## config.mk

```make
export PLATFORM = sky130hd
export DESIGN_NAME = pc_sequencer
export DESIGN_NICKNAME = d
export VERILOG_FILES = /design/src/rtl/picomips_pkg.sv /design/src/rtl/pc_sequencer_sw_debounce.sv /design/src/rtl/pc_sequencer.sv
export SDC_FILE = /design/constraint.sdc
export NUM_CORES = 1
export LEC_CHECK = 0
export ABC_AREA = 1
export BUFFER_PORTS_ARGS = -buffer_cell sky130_fd_sc_hd__buf_2
export CAP_MARGIN = 5
export CORE_AREA = 4 4 41 43
export CTS_CLUSTER_SIZE = 40
export DETAILED_ROUTE_END_ITERATION = 6
export DIE_AREA = 0 0 45 47
export GPL_ROUTABILITY_DRIVEN = 1
export PLACE_DENSITY_LB_ADDON = 0.08
export SLEW_MARGIN = 5
export SYNTH_ARGS = -nofsm -noshare
export SYNTH_HDL_FRONTEND = slang
export SYNTH_SLANG_ARGS = --single-unit
```

## constraint.sdc

```tcl
create_clock -name clk -period 1.9 [get_ports clk]
set_input_delay 0 -clock clk [delete_from_list [all_inputs] [get_ports clk]]
set_output_delay 0 -clock clk [all_outputs]
set_load 0.02 [all_outputs]
```

## src/rtl/picomips_pkg.sv

```systemverilog
// Shared constants and helpers for the picoMIPS front end.
package picomips_pkg;

    localparam int PSIZE_DEFAULT = 5;

    function automatic int cnt_width(input int n);
        return (n <= 2) ? 1 : $clog2(n);
    endfunction

endpackage

```

## src/rtl/pc_sequencer_sw_debounce.sv

```systemverilog
// Two-flop synchronizer plus stable-count debouncer for one board switch.
module sw_debounce
    import picomips_pkg::*;
#(
    parameter int DB_CYCLES = 16
) (
    input  logic clk,
    input  logic reset,
    input  logic raw,
    output logic level,
    output logic edge_p
);

    localparam int CW = cnt_width(DB_CYCLES);
    localparam logic [CW-1:0] TERM = CW'(DB_CYCLES - 1);

    logic          s1_q, s2_q;
    logic          level_q, level_d;
    logic          edge_q, edge_d;
    logic [CW-1:0] cnt_q, cnt_d;

    // Any return of s2 to the current level drops the partial count.
    always_comb begin
        cnt_d   = '0;
        level_d = level_q;
        edge_d  = 1'b0;
        if (s2_q != level_q) begin
            if (cnt_q == TERM) begin
                level_d = s2_q;
                edge_d  = 1'b1;
            end else begin
                cnt_d = cnt_q + 1'b1;
            end
        end
    end

    always_ff @(posedge clk or posedge reset) begin
        if (reset) begin
            s1_q    <= 1'b0;
            s2_q    <= 1'b0;
            level_q <= 1'b0;
            edge_q  <= 1'b0;
            cnt_q   <= '0;
        end else begin
            s1_q    <= raw;
            s2_q    <= s1_q;
            level_q <= level_d;
            edge_q  <= edge_d;
            cnt_q   <= cnt_d;
        end
    end

    assign level  = level_q;
    assign edge_p = edge_q;

endmodule

```

## src/rtl/pc_sequencer.sv

```systemverilog
// Program counter with wrap/park end handling and debounced Switch8 level.
module pc_sequencer
    import picomips_pkg::*;
#(
    parameter int PSIZE     = PSIZE_DEFAULT,
    parameter int LAST_ADDR = 2**PSIZE - 1,
    parameter int WRAP      = 1,
    parameter int DB_CYCLES = 16
) (
    input  logic             clk,
    input  logic             reset,
    input  logic             PCup,
    input  logic             sw8_raw,
    output logic [PSIZE-1:0] PCout,
    output logic             Switch8,
    output logic             sw8_edge,
    output logic             done
);

    localparam logic [PSIZE-1:0] LAST = PSIZE'(LAST_ADDR);

    logic [PSIZE-1:0] pc_q, pc_d;
    logic             done_q, done_d;

    // Once parked, the strobe is ignored until reset.
    always_comb begin
        pc_d   = pc_q;
        done_d = done_q;
        if (PCup && !done_q) begin
            if (pc_q >= LAST) begin
                if (WRAP != 0) begin
                    pc_d = '0;
                end else begin
                    pc_d   = LAST;
                    done_d = 1'b1;
                end
            end else begin
                pc_d = pc_q + 1'b1;
            end
        end
    end

    always_ff @(posedge clk or posedge reset) begin
        if (reset) begin
            pc_q   <= '0;
            done_q <= 1'b0;
        end else begin
            pc_q   <= pc_d;
            done_q <= done_d;
        end
    end

    assign PCout = pc_q;
    assign done  = done_q;

    sw_debounce #(
        .DB_CYCLES(DB_CYCLES)
    ) u_db (
        .clk   (clk),
        .reset (reset),
        .raw   (sw8_raw),
        .level (Switch8),
        .edge_p(sw8_edge)
    );

endmodule

```

=== After elaboration in Yosys (flattened, before gate mapping) ===
Index checks and enable logic that the tools add are counted.

* $add $sub $neg: 2
* $lt $le $gt $ge: 1
* Equal/unequal tests: 2
* Muxes and demuxes: 5
* Reductions and logical operators: 1

{| class="wikitable"
|+ Operator list
! operator !! count
|-
| $mux W4 || 2
|-
| $add A5 B1 Y5 const B || 1
|-
| $ge A5 B5 Y1 const B || 1
|-
| $mux W5 || 1
|-
| $add A4 B1 Y4 const B || 1
|-
| $eq A4 B4 Y1 const B || 1
|-
| $mux W1 || 2
|-
| $reduce_and A2 Y1 || 1
|-
| $ne A1 B1 Y1 || 1
|}

* Bits in registers: 13
* Input bits: 4

=== Longest topological paths before layout ===
* Depth after elaboration: 3
* Depth in mapped cells: 7

=== By module ===
Synthesis repeated with hierarchy kept, for this count alone.

* Cell total of the unflattened synthesis: 71
* Area, all modules: 639.4 sq um

{| class="wikitable"
|+ Modules (own cells, without submodules)
! module !! instances !! cells an instance !! area each (sq um)
|-
| sw_debounce || 1 || 31 || 320.3
|-
| pc_sequencer || 1 || 40 || 319.1
|}

=== Worst setup path after synthesis ===
OpenSTA, ideal clock, no wires.

* Path kind: register to register
* Start: register pc_q[0], in the netlist PCout[0]
* End: register pc_q[1], in the netlist PCout[1]
* Setup time: 0.083 ns
* Data arrival time: 1.230 ns
* Data required time: 1.817 ns
* Slack: 0.587 ns
* Stages on the path, launching flop included: 8
* Buffers on the path: 0
* Path through: dfrtp_1 -> ha_1 -> nand2_1 -> nor2_1 -> ha_1 -> inv_1 -> nand2_1 -> o21ai_0

* Word-level cells in the longest chain between the ends: 2
* Elaborated cells between the ends (all ways): 3
* Those cells by class: add/sub (1); order compare (1); mux (1)

{| class="wikitable"
|+ Ends and longest elaborated chain
! item !! line !! RTL
|-
| start: declaration || pc_sequencer.sv:22 || <nowiki>logic [PSIZE-1:0] pc_q, pc_d;</nowiki>
|-
| start signal: assignment || pc_sequencer.sv:48 || <nowiki>pc_q <= pc_d;</nowiki>
|-
| $add A5 B1 Y5 / $ge A5 B5 Y1 (equally long branches) || pc_sequencer.sv:38, pc_sequencer.sv:30 ||
|-
| $mux W5 * || pc_sequencer.sv:30 || <nowiki>if (pc_q >= LAST) begin</nowiki>
|}

Every way passes the cells marked *; elsewhere a longest branch is shown, timed or not.
A chain may end at the register's enable or synchronous reset.

=== Final worst setup path ===
* Start: register pc_q[1], in the netlist PCout[1]
* End: register pc_q[0], in the netlist PCout[0]

* Word-level cells in the longest chain between the ends: 2

{| class="wikitable"
|+ Ends and longest elaborated chain
! item !! line
|-
| $ge A5 B5 Y1 || pc_sequencer.sv:30
|-
| $mux W5 || pc_sequencer.sv:30
|}

Every way passes these cells.

==> metrics <==
Worst Setup End Kind register; wire per inst 9.34 um; die width 45 um; largest net degree at the start of global routing 14; Final Instance Count excl. Fillers 99; area of the core 1300 um^2; share of post-route cells with drive strength above 1 between 10% and 20%; Initial Util 45.4%; initial antenna violation count 0; Hold Violations, Final 0; Antenna Violating Nets Remaining 0; drt drc 0; Yosys reg bits 13; Site Rows 13; DR iter-0 viols 11; CP startpoint PCout[1]; clock buffer depth 2; Distinct cells, synth 15; final worst path period need 1.35 ns; status finished clean; vias in the first global route 415; crit path launch type register; Mapped Area 591 um^2; Mapped Cells just under 70; Highest Clock Rate approximately 740 MHz; H-tree levels 1; worst flop-to-flop path startpoint PCout[1]; buffers added on ports 10; All-Layer GR Usage 11.0%; data required time of the worst path approximately 2.1 ns; Worst Skew 0.00325 ns; Synth top area share 55.1%; total grt overflow 0; fin crit share a little under three quarters; CTS Buf Count 3; Worst Path Max Fanout 4; routed wire length about 930 um; Seq/Total Area, Yosys 55.1%; biggest area consumer among synthesized cells dfrtp_1; DP HPWL between 700 and 800 um; Fillers 131; setup_tns 0 ns; Setup Crit Path Kind register to register; die area ~2100 um^2; Post-synth EDFFs 0; Clock Sink Count 13; Yosys Warn Count 0; # diodes 0; io pins 12; most frequent cells after synthesis nand2_1, dfrtp_1, nor2_1; top cells by area, synth dfrtp_1, nand2_1, ha_1; dpl cells 93; CTS tree yes; maximum vdd ir drop 566 uV; DR pass1 iterations 4; worst skew pair latency between 0.2 and 0.3 ns; Via density 4.53; Leak around 0.40 nW; Die H 47 um; CP arrival 1.53 ns; clk root buf clkbuf_4; most common cell in the synthesized netlist nand2_1; DR vias 448; Syn-to-layout area delta 18.2%; Async S/R FF share, synth 100%; Hold Crit Start PCup; unrepaired setup endpoints after global routing false; Hold Crit Class input pin to register; Main synth FF type dfrtp_1; max-slew violations 0; Clock transition at path regs 0.07 ns; nets@finish 92; syn_nets 76; endpoints failing setup 0; max capacitance violation total 0; first-pass GRT wire length about 1.7 mm; Avg Inst Size Synth 8.56 um^2; pwr dens 1120 nW/um^2; GPL Wtd Cong 0.749
metrics by stage:
stage               power [mW]  hold slack (ns)  setup WS [ns]  cell area, um^2  util (%)
floorplan                0.552           -0.123          0.587              591         -
global placement         0.636           0.0446          0.590              652      50.1
detailed placement       0.632           0.0402          0.558              652      50.1
CTS                      0.799           0.0394          0.535              698      53.7
global route             0.857           0.0435          0.410              698      53.7
finish                   0.785           0.0416          0.554              698      53.7
area by class of cell:
| cell class | instances | area (um^2) | share of cell area (%) |
|---|---|---|---|
| well taps | 15 | 18.8 | 2.69 |
| repair buffers | 12 | 70.1 | 10.0 |
| multi-input cells | 46 | 224 | 32.1 |
| inverters | 9 | 33.8 | 4.84 |
| clock buffers | 4 | 26.3 | 3.76 |
| flip-flops and latches | 13 | 325 | 46.6 |
final timing paths:
| kind | depth (start not counted) | slack, ns | endpoint |
|---|---|---|---|
| worst max-delay path | 7 | 0.55 | PCout[0] |
| worst min-delay path | 3 | 0.04 | PCout[2] |
| worst max register to register | 7 | 0.55 | PCout[0] |
| worst min register to register | 0 | 0.35 | u_db.s2_q |
| max in group asynchronous | 3 | 1.29 | u_db.cnt_q[3] |
| min in group asynchronous | 3 | 0.28 | PCout[2] |
timing repair:
action / in CTS / in global routing
endpoints found under the setup margin: 0 / 0
buffers inserted: 0 / 0
hold endpoints to repair: 14 / 0
hold buffers: 2 / 0
resized for setup: 0 / 0
placed cells by master, fill, tap and decap left out, drive strengths merged:
master	instances
nand4	1
dfrtp	13
ha	3
xnor2	1
buf	10
nand3	2
dlygate4sd3	2
conb	1
clkbuf	4
nand2	21
nand2b	1
nor3	1
o21ai	3
xor2	1
nor2	11
inv	9
report_power, final:
group | switching [mW] | total (mW) | internal [mW]
registers | 0.0511 | 0.380 | 0.329
clock network | 0.0792 | 0.160 | 0.0812
logic | 0.155 | 0.245 | 0.0897
state kept, by name (all words and copies together) (netlist names):
register     flops
u_db.edge_p      1
PCout            5
u_db.s2_q        1
u_db.cnt_q       4
u_db.level       1
u_db.s1_q        1
kinds of logic (layout without fill, tap and decap cells):
| family | after synthesis | count (layout) | synth area share (%) |
|---|---|---|---|
| other | 1 | 1 | 0.635 |
| buffers and inverters | 10 | 25 | 6.99 |
| AOI/OAI and AO/OA | 3 | 3 | 2.54 |
| and+or+nand+nor | 37 | 37 | 25.4 |
| xor gates and xnor gates | 2 | 2 | 2.97 |
| adders and majority gates | 3 | 3 | 6.36 |
| DFF | 13 | 13 | 55.1 |
worst max-delay path, stage by stage (launching register included):
cell and delay, ns:
dfrtp_1 0.42, ha_1 0.21, nand2_1 0.09, nor2_1 0.05
ha_1 0.18, inv_1 0.07, nand2_1 0.08, o21ai_0 0.16
metal layers:
layer	track usage (%)	up-vias	share of wire, %
li1	-	237	-
met3	5.75	0	8.3
met1	14.6	196	51
met4	1.75	0	0
met2	16.4	15	41
met5	0	-	0
No activity file was read; power rests on OpenSTA's default activity.
